$ cat src/rtl/awmf_frame_sequencer.sv
// awmf_frame_sequencer
// Command-queue front end for the SPI bit engine. Frames arrive on a
// valid/ready stream and are buffered in a small FIFO. Each frame is launched
// with a one-cycle spi_start, the sequencer waits for spi_done, optionally
// returns the captured receive vector on a valid/ready response stream, and
// holds a minimum idle gap before the next launch.
//
// Ports
//   clk, rst_n                  clock, async active-low reset
//   cmd_valid/ready/bits/len/readback   command stream into the FIFO
//   rsp_valid/ready/bits        response stream (captured spi_rx_bits)
//   spi_start/bit_count/tx_bits to SPI master
//   spi_rx_bits/busy/done       from SPI master
//   fifo_level, frames_done     status
//   err_len, err_timeout        one-cycle error pulses
//
// Build option: define SEQ_TIMEOUT_EN to add a WAIT_DONE watchdog of
// TIMEOUT_CYCLES clocks; without it err_timeout is tied low.
//
// state     | meaning
// ----------+-----------------------------------------------------------
// IDLE      | wait for a queued command and an idle SPI master, then pop
// LOAD      | frame registers hold the popped command; length check
// START     | spi_start pulse
// WAIT_DONE | wait for spi_done (or watchdog when enabled)
// RESP      | response presented until rsp_ready
// GAP       | enforce chip-select idle gap (GAP_CYCLES+1 clocks here)
module awmf_frame_sequencer #(
   parameter int MAX_BITS       = 100,
   parameter int FIFO_DEPTH     = 4,
   parameter int GAP_CYCLES     = 4,
   parameter int TIMEOUT_CYCLES = 4096
) (
   input  logic                          clk,
   input  logic                          rst_n,
   input  logic                          cmd_valid,
   output logic                          cmd_ready,
   input  logic [MAX_BITS-1:0]           cmd_bits,
   input  logic [15:0]                   cmd_len,
   input  logic                          cmd_readback,
   output logic                          rsp_valid,
   input  logic                          rsp_ready,
   output logic [MAX_BITS-1:0]           rsp_bits,
   output logic                          spi_start,
   output logic [15:0]                   spi_bit_count,
   output logic [MAX_BITS-1:0]           spi_tx_bits,
   input  logic [MAX_BITS-1:0]           spi_rx_bits,
   input  logic                          spi_busy,
   input  logic                          spi_done,
   output logic [$clog2(FIFO_DEPTH):0]   fifo_level,
   output logic [15:0]                   frames_done,
   output logic                          err_len,
   output logic                          err_timeout
);

   localparam int PTR_W = $clog2(FIFO_DEPTH);
   localparam int LVL_W = PTR_W + 1;
   localparam int GAP_W = (GAP_CYCLES < 1) ? 1 : $clog2(GAP_CYCLES + 1);

   typedef enum logic [2:0] {
      S_IDLE, S_LOAD, S_START, S_WAIT_DONE, S_RESP, S_GAP
   } state_t;

   state_t state, state_nxt;

   logic [MAX_BITS-1:0] fifo_bits [FIFO_DEPTH];
   logic [15:0]         fifo_len  [FIFO_DEPTH];
   logic                fifo_rb   [FIFO_DEPTH];
   logic [PTR_W-1:0]    wr_ptr, rd_ptr;
   logic                push, pop;
   logic                frm_readback;
   logic                len_bad;
   logic [GAP_W-1:0]    gap_cnt;
   logic                tmo_hit;

   assign cmd_ready = (fifo_level != LVL_W'(FIFO_DEPTH));
   assign push      = cmd_valid && cmd_ready;
   assign pop       = (state == S_IDLE) && (fifo_level != '0) && !spi_busy;
   assign len_bad   = (spi_bit_count == 16'd0) || (spi_bit_count > 16'(MAX_BITS));

   // Payload storage carries no reset; validity is tracked by fifo_level.
   always_ff @(posedge clk) begin
      if (push) begin
         fifo_bits[wr_ptr] <= cmd_bits;
         fifo_len[wr_ptr]  <= cmd_len;
         fifo_rb[wr_ptr]   <= cmd_readback;
      end
   end

   always_ff @(posedge clk or negedge rst_n) begin
      if (!rst_n) begin
         wr_ptr     <= '0;
         rd_ptr     <= '0;
         fifo_level <= '0;
      end else begin
         if (push) wr_ptr <= wr_ptr + 1'b1;
         if (pop)  rd_ptr <= rd_ptr + 1'b1;
         if (push && !pop)      fifo_level <= fifo_level + 1'b1;
         else if (pop && !push) fifo_level <= fifo_level - 1'b1;
      end
   end

   // Frame registers double as the SPI master drive; they only change on a
   // pop, so they stay stable from LOAD until the next LOAD.
   always_ff @(posedge clk or negedge rst_n) begin
      if (!rst_n) begin
         spi_tx_bits   <= '0;
         spi_bit_count <= '0;
         frm_readback  <= 1'b0;
      end else if (pop) begin
         spi_tx_bits   <= fifo_bits[rd_ptr];
         spi_bit_count <= fifo_len[rd_ptr];
         frm_readback  <= fifo_rb[rd_ptr];
      end
   end

   always_ff @(posedge clk or negedge rst_n) begin
      if (!rst_n) begin
         rsp_bits    <= '0;
         frames_done <= '0;
      end else if (state == S_WAIT_DONE && spi_done) begin
         rsp_bits    <= spi_rx_bits;
         frames_done <= frames_done + 16'd1;
      end
   end

   // Gap down-counter sits preloaded outside GAP and exits on terminal count.
   always_ff @(posedge clk or negedge rst_n) begin
      if (!rst_n)                gap_cnt <= GAP_W'(GAP_CYCLES);
      else if (state != S_GAP)   gap_cnt <= GAP_W'(GAP_CYCLES);
      else if (gap_cnt != '0)    gap_cnt <= gap_cnt - 1'b1;
   end

`ifdef SEQ_TIMEOUT_EN
   localparam int TMO_W = $clog2(TIMEOUT_CYCLES + 1);
   logic [TMO_W-1:0] tmo_cnt;

   always_ff @(posedge clk or negedge rst_n) begin
      if (!rst_n)                                      tmo_cnt <= '0;
      else if (state == S_START)                       tmo_cnt <= TMO_W'(TIMEOUT_CYCLES);
      else if (state == S_WAIT_DONE && tmo_cnt != '0)  tmo_cnt <= tmo_cnt - 1'b1;
   end

   // A done arriving on the terminal cycle still completes the frame.
   assign tmo_hit = (state == S_WAIT_DONE) && !spi_done && (tmo_cnt == '0);
`else
   logic unused_tmo_cfg;
   assign unused_tmo_cfg = |TIMEOUT_CYCLES;
   assign tmo_hit        = 1'b0;
`endif

   always_ff @(posedge clk or negedge rst_n) begin
      if (!rst_n) state <= S_IDLE;
      else        state <= state_nxt;
   end

   always_comb begin
      state_nxt = state;
      case (state)
         S_IDLE:      if (pop) state_nxt = S_LOAD;
         S_LOAD:      state_nxt = len_bad ? S_IDLE : S_START;
         S_START:     state_nxt = S_WAIT_DONE;
         S_WAIT_DONE: begin
            if (spi_done)     state_nxt = frm_readback ? S_RESP : S_GAP;
            else if (tmo_hit) state_nxt = S_GAP;
         end
         S_RESP:      if (rsp_ready) state_nxt = S_GAP;
         S_GAP:       if (gap_cnt == '0) state_nxt = S_IDLE;
         default:     state_nxt = S_IDLE;
      endcase
   end

   always_comb begin
      spi_start   = 1'b0;
      rsp_valid   = 1'b0;
      err_len     = 1'b0;
      err_timeout = 1'b0;
      case (state)
         S_LOAD:      err_len     = len_bad;
         S_START:     spi_start   = 1'b1;
         S_WAIT_DONE: err_timeout = tmo_hit;
         S_RESP:      rsp_valid   = 1'b1;
         default:     ;
      endcase
   end

endmodule

$ cat config.mk
export PLATFORM = sky130hd
export DESIGN_NAME = awmf_frame_sequencer
export DESIGN_NICKNAME = d
export VERILOG_FILES = /design/src/rtl/awmf_frame_sequencer.sv
export SDC_FILE = /design/constraint.sdc
export NUM_CORES = 1
export LEC_CHECK = 0
export BUFFER_PORTS_ARGS = -buffer_cell sky130_fd_sc_hd__clkbuf_2
export CORE_ASPECT_RATIO = 0.7
export CORE_MARGIN = 3
export CORE_UTILIZATION = 42
export CTS_CLUSTER_SIZE = 14
export DETAILED_ROUTE_END_ITERATION = 7
export SETUP_SLACK_MARGIN = 0.02
export SKIP_CTS_REPAIR_TIMING = 1
export SLEW_MARGIN = 0
export SYNTH_ARGS = -nofsm -noshare
export SYNTH_HDL_FRONTEND = slang
export SYNTH_SLANG_ARGS = --single-unit
$ cat constraint.sdc
create_clock -name clk -period 5.3 [get_ports clk]
set_input_delay 0.53 -clock clk [delete_from_list [all_inputs] [get_ports clk]]
set_output_delay 0.53 -clock clk [all_outputs]
set_load 0.03 [all_outputs]
==> results of run 1 <==
## critical path: stages, from the launching register on
cell	delay [ns]
dfrtp_1	0.41
nor4_1	0.31
nand3_1	0.17
a31oi_1	0.52
a21boi_0	0.23
clkbuf_2	0.25
## power by group
group | switching (W) | total, W | internal, W | leakage (nW)
sequential | 0.000836 | 0.00843 | 0.00760 | 7.42
clock | 0.00213 | 0.00495 | 0.00282 | 1.12
combinational | 0.00380 | 0.00619 | 0.00238 | 4.50
## worst paths after layout
kind                                                   start                           to  slack, ns
worst max register to register     fifo_level[0]$_DFFE_PN0P_   fifo_bits[1][69]$_DFFE_PP_       2.86
worst max-delay path            spi_bit_count[7]$_DFFE_PN0P_                      err_len       2.27
min in group asynchronous                              rst_n  spi_tx_bits[93]$_DFFE_PN0P_       0.49
max in group asynchronous                              rst_n     rsp_bits[33]$_DFFE_PN0P_       3.43
worst min-delay path                          spi_rx_bits[0]      rsp_bits[0]$_DFFE_PN0P_       0.09
worst min register to register      rsp_bits[77]$_DFFE_PN0P_     rsp_bits[77]$_DFFE_PN0P_       0.47
## per-layer routing
metal  up-vias  global-route usage, %
li1       6297                      -
met5         -                      0
met4        20                  6.201
met2       391                  29.91
met1      7285                  27.37
met3       120                  6.174
## per-stage QoR
stage               hold slack, ns  utilization [%]  setup WS (ns)  area, um2
global route               0.07829            51.66          2.068      32030
detailed placement          0.4613            47.95          2.800      29730
global placement            0.4568            47.95          2.755      29730
finish                     0.09231            51.67          2.267      32030
floorplan                   0.2344                -          1.054      26540
CTS                       -0.05303            51.63          2.100      32010
## registers in the layout, indices dropped and copies added, names as in the netlist
signal	flops
rd_ptr	2
state	3
rsp_bits	100
spi_tx_bits	100
fifo_bits	400
wr_ptr	2
spi_bit_count	16
fifo_len	64
fifo_level	3
frm_readback	1
gap_cnt	3
frames_done	16
fifo_rb	4
## layout make-up
type                    count  area, um2  share of cell area (%)
clock buffers             105       2016                   6.292
diodes                      5      12.51                 0.03906
inverters                   8      30.03                 0.09374
multi-input cells         642       5914                   18.46
flip-flops and latches    714      20220                   63.12
clock inverters            26      265.3                  0.8281
well taps                 819       1025                   3.199
repair buffers            477       2552                   7.968
## kinds of logic (layout without fill, tap and decap cells)
| family | Yosys count | in the layout | synth area share, % |
|---|---|---|---|
| AOI/OAI and AO/OA | 12 | 12 | 0.2829 |
| xor gates and xnor gates | 22 | 22 | 0.7260 |
| adders and majority gates | 9 | 9 | 0.4526 |
| buffers and inverters | 73 | 616 | 1.641 |
| DFF | 714 | 714 | 76.15 |
| muxes | 236 | 236 | 15.20 |
| other | 1 | 6 | 0.01413 |
| and+or+nand+nor | 362 | 362 | 5.526 |
## placed cells by master, fill, tap and decap left out, drive strengths merged, types with 2 or more instances in the layout
| cell | n |
|---|---|
| a21oi | 4 |
| and2 | 4 |
| and3 | 8 |
| buf | 16 |
| bufinv | 3 |
| clkbuf | 565 |
| clkinv | 15 |
| clkinvlp | 2 |
| dfrtp | 245 |
| diode | 5 |
| edfxtp | 468 |
| ha | 8 |
| inv | 14 |
| mux2 | 119 |
| mux4 | 117 |
| nand2 | 314 |
| nand3 | 9 |
| nand4 | 3 |
| nor2 | 11 |
| nor2b | 2 |
| nor3 | 6 |
| o21ai | 3 |
| xnor2 | 16 |
| xor2 | 6 |
==> parameters.txt, run 1 <==
Parameter                              Value

Status
  Status    finished, final reports clean

STA
  Post-route clock skew    0.01909 ns
  Slew Viols, Final    0
  Highest clock rate    329.7 MHz
  Worst-margin pin slew    1.119 ns
  Final clock period utilization by the worst path    57.22%
  RSZ-0062 raised after global routing    no
  Headroom to the max-slew limit    25.38%
  Sum of negative setup slack    0 ns
  Post-layout min period    3.033 ns
  Count of endpoints failing hold in the final timing report    0
  Total setup violations reported at the end of the flow    0

Routing
  Top layer used by detailed routing    met5
  Total iterations of the first detailed-routing run    5
  Total met3 wirelength after detailed routing    4867 um
  Detail-routed via count per cell    5.048
  DR iter-0 viols    997
  Remaining number of nets flagged by the antenna check after routing    0
  DRC violation count after routing    0
  Wirelength, routed    64810 um
  Met1 routed wirelength after detailed routing    27830 um
  DR WL/cell    23.18 um
  Total via count after detailed routing    14110
  Met2 WL    30250 um

Placed design
  Final GP Congestion    0.8785
  Dpl cells    2659
  Detailed-placement wirelength estimate    41490 um
  Port Buf Inserts    461

Power
  Maximum resistive drop on vdd    0.0003002 V
  P per Cell Area    610.7 nW/um2
  Final Total Pwr    0.01956 W
  Static leakage    13.04 nW

Critical path
  Setup crit end kind    output pin
  Depth of the worst register-to-register path    4
  Top fanout value on the critical path    3
  Type of the worst setup path    flip-flop to output pin
  Worst setup SP type    flip-flop
  Required time of the worst setup path    4.77 ns
  Arrival time worst endpoint    2.50 ns

Floorplan
  Placement Rows    76
  Starting density of the core    42.81%
  Horizontal extent of the die    306.5 um
  Overall die area    66290 um2
  Vertical die dimension    216.3 um
  CORE AREA    62000 um2
  Number of primary I/O pins    463

Global routing
  GRT Resource Usage Total    19.69%
  Via count of the first global-routing pass    14530
  Number of antenna violations at the first check in global routing    15
  Maximum number of pins on one net before global-route repair    121
  Leftover overflow at the end of global routing    0
  Wire length of the first global-routing pass    96380 um

Min path
  Cell depth of the worst hold path    3
  Class of the tightest hold or removal check    primary input to flip-flop

Synthesis
  Yosys warning count    0
  Count of distinct cell types in the synthesized netlist    41
  Gate count after technology mapping    1429
  Synthesized area divided by synthesized cell count    18.57 um2
  Cell taking the most area after synthesis    edfxtp_1
  Number of flops mapped to enable cells by yosys    468
  Flops & latches, synth    714
  Most frequent cells after synthesis    468 x edfxtp_1, 314 x nand2_1, 245 x dfrtp_1
  Synth Cell Area    26540 um2
  Fraction of registers with async set or reset after synthesis    34.45%
  Share of the synthesized area in the top cell type    52.95%
  Top area cells in the synthesized netlist    edfxtp_1 53%, dfrtp_1 23%, mux4_2 9.9%
  Net Count, Synth    1661
  Cell with the most instances after synthesis    edfxtp_1
  Portion of the post-synthesis area used by sequential elements    76.15%
  Top FF cell, synth    edfxtp_1

Clocking
  CTS tree    built
  Clock-pin slew of the registers on the worst-case setup and hold paths    0.07 ns
  TritonCTS Buffers    71
  Clock root buffer    clkbuf_16
  Clock network latency to the later pin of the worst-skew pair    0.62 ns
  Maximum level of the CTS H-tree    3
  Largest buffer count on any clock path    3
  Clock net sink count    714

Cells and area
  Synthesis-to-finish area growth    20.70%
  Number of inserted filler cells in the final layout    5116
  Non-filler instance count after layout    2796
  Fraction of final layout cells with drive strength greater than 1    40.77%
  Number of nets in the finished design    2146

Run
  Number of max-capacitance violations reported    0
No activity file was read; power rests on OpenSTA's default activity.
==> inputs of run 2 (changes only) <==
Clock period 5.3 ns to 2.9 ns, I/O delays scaled along.
==> parameters.txt, run 2 (synthesis results as in run 1) <==
Parameter                              Value

Critical path
  Gate family responsible for the most delay along the worst path    compound AO/OA/AOI/OAI gates (unchanged)
  Critical path, cell by cell    inv_1 > nor3_1 > a21boi_0 > clkbuf_2 (was nor4_1 > nand3_1 > a31oi_1 > a21boi_0 > clkbuf_2)
  Worst setup SP type    flip-flop (unchanged)
  Required time of the worst setup path    2.61 ns (was 4.77 ns)
  Arrival time worst endpoint    2.38 ns (was 2.50 ns)
  Type of the worst setup path    flip-flop to output pin (unchanged)
  Critical Path Slowest Stage Cell    a21boi_0 (was a31oi_1)
  Count of buffer and inverter cells on the critical path    2 (was 1)
  Setup crit end kind    output pin (unchanged)
  CP max stage delay    0.55 ns (was 0.52 ns)
  Top fanout value on the critical path    7 (was 3)

Run
  Number of max-capacitance violations reported    0 (unchanged)

Power
  Proportion of power drawn by flip-flops and latches    42.0% (was 43.1%)
  Reported net switching power    0.01233 W (was 0.006770 W)
  Power share of the clock group    25.2% (was 25.3%)
  Total internal power    0.02405 W (was 0.01279 W)
  Switching share of power    33.90% (was 34.60%)
  Part of the power in combinational logic    32.8% (was 31.6%)
  P per Cell Area    1056 nW/um2 (was 610.7 nW/um2)
  Static leakage    14.07 nW (was 13.04 nW)
  Maximum resistive drop on vdd    0.0006211 V (was 0.0003002 V)

Floorplan
  Placement Rows    76 (unchanged)
  Number of primary I/O pins    463 (unchanged)
  Overall die area    66290 um2 (unchanged)
  Vertical die dimension    216.3 um (unchanged)
  Starting density of the core    42.81% (unchanged)
  Horizontal extent of the die    306.5 um (unchanged)
  CORE AREA    62000 um2 (unchanged)

STA
  Final clock period utilization by the worst path    92.15%
  Total setup violations reported at the end of the flow    0 (unchanged)
  Tightest hold margin    0.01470 ns (was 0.09231 ns)
  Slew Viols, Final    0 (unchanged)
  Headroom to the max-slew limit    22.31% (was 25.38%)
  Highest clock rate    374.2 MHz
  Count of endpoints failing hold in the final timing report    0 (unchanged)
  Post-layout min period    2.672 ns
  Sum of negative setup slack    0 ns (unchanged)
  Post-route clock skew    0.01612 ns (was 0.01909 ns)
  RSZ-0062 raised after global routing    no (unchanged)
  Worst-margin pin slew    1.165 ns (was 1.119 ns)

Clocking
  Clock-pin slew of the registers on the worst-case setup and hold paths    0.06 ns (was 0.07 ns)
  Clock net sink count    714 (unchanged)
  Clock network latency to the later pin of the worst-skew pair    0.60 ns (was 0.62 ns)
  Maximum level of the CTS H-tree    3 (unchanged)
  Largest buffer count on any clock path    3 (unchanged)
  CTS tree    built (unchanged)
  TritonCTS Buffers    70 (was 71)
  Clock root buffer    clkbuf_16 (unchanged)

Routing
  DR iter-0 viols    1023 (was 997)
  Total iterations of the first detailed-routing run    5 (unchanged)
  Total via count after detailed routing    14970 (was 14110)
  DR WL/cell    20.83 um (was 23.18 um)
  Detail-routed via count per cell    4.965 (was 5.048)
  DRC violation count after routing    0 (unchanged)
  Remaining number of nets flagged by the antenna check after routing    0 (unchanged)
  Wirelength, routed    62820 um (was 64810 um)

Cells and area
  Leading registers by flop count    fifo_bits x400, rsp_bits x100, spi_tx_bits x100 (unchanged)
  Number of inserted filler cells in the final layout    4902 (was 5116)
  Synthesis-to-finish area growth    29.81% (was 20.70%)
  Max reg flops    400 (unchanged)
  Non-filler instance count after layout    3016 (was 2796)
  Number of nets in the finished design    2369 (was 2146)
  Cell area after layout    34450 um2 (was 32030 um2)
  Fraction of final layout cells with drive strength greater than 1    37.06% (was 40.77%)
  Fraction of the core area covered by cells at the end of the flow    55.57% (was 51.67%)
  Biggest register    fifo_bits (unchanged)
  Leading cell type in the layout, fill and taps excluded    edfxtp_1 (unchanged)
  Highest-count cells in the layout ignoring fill and taps    468 x edfxtp_1, 460 x clkbuf_2, 314 x nand2_1 (unchanged)

Placed design
  Area post-placement    29940 um2 (was 29730 um2)
  Detailed-placement wirelength estimate    38210 um (was 41490 um)
  Dpl cells    2669 (was 2659)
  Port Buf Inserts    461 (unchanged)
  Final GP Congestion    0.8269 (was 0.8785)

Global routing
  Maximum number of pins on one net before global-route repair    121 (unchanged)
  Via count of the first global-routing pass    14590 (was 14530)
  GRT Resource Usage Total    18.44% (was 19.69%)
  Number of antenna violations at the first check in global routing    5 (was 15)
  Wire length of the first global-routing pass    91720 um (was 96380 um)
  Leftover overflow at the end of global routing    0 (unchanged)

Status
  Status    finished, final reports clean (unchanged)

Min path
  Class of the tightest hold or removal check    primary input to flip-flop (unchanged)
==> run 2: worst paths after layout <==
path / startpoint / to / slack, ns / cells after the start
min in group asynchronous: rst_n / spi_tx_bits[91]$_DFFE_PN0P_ / 0.26 / 2
hold reg to reg: frames_done[15]$_DFFE_PN0P_ / frames_done[15]$_DFFE_PN0P_ / 0.47 / 1
hold / removal: rsp_ready / state[0]$_DFFE_PN0P_ / 0.01 / 3
max in group asynchronous: rst_n / rsp_bits[53]$_DFFE_PN0P_ / 1.81 / 3
setup / recovery: state[0]$_DFFE_PN0P_ / err_len / 0.23 / 4
setup reg to reg: state[1]$_DFFE_PN0P_ / spi_tx_bits[85]$_DFFE_PN0P_ / 0.56 / 4
==> run 2: metal layers <==
metal	vias up	track usage (%)	routed length, um
met5	-	0	27
met4	4	5.162	1326
met3	93	6.135	4178
met2	374	29.04	30490
met1	7743	24.73	26800
li1	6759	-	-
==> run 2: area by class of cell <==
cell class	count	area, um2	area share [%]
sequential	714	20220	58.69
multi-input combinational	642	5921	17.19
timing repair buffer	701	4907	14.24
clock buffer	105	2087	6.058
tap	819	1025	2.974
clock inverter	24	255.2	0.7409
inverter	8	30.03	0.08717
antenna	3	7.507	0.02179
==> run 2: power groups by stage <==
stage	clock network, W	registers, W	logic, W
5_1_grt	0.00991	0.0156	0.0127
3_3_place_gp	0	0.0153	0.0118
3_5_place_dp	0	0.0155	0.0119
2_1_floorplan	0	0.0179	0.00543
6_report	0.00918	0.0153	0.0119
4_1_cts	0.00947	0.0153	0.0119
==> run 2: stage by stage <==
| step | worst slack, ns | total power [W] |
|---|---|---|
| floorplan | -0.02164 | 0.02336 |
| global placement | 0.7224 | 0.02711 |
| detailed placement | 0.6556 | 0.02735 |
| CTS | -0.02197 | 0.03665 |
| global route | 0.08397 | 0.03824 |
| finish | 0.2276 | 0.03638 |
==> run 2: worst reg2reg max path, cell delays in order, from the launching register on <==
cell and delay [ns]:
dfrtp_1 0.45, nor2_2 0.18, nor4b_4 0.29, buf_12 0.41
mux2_2 0.88
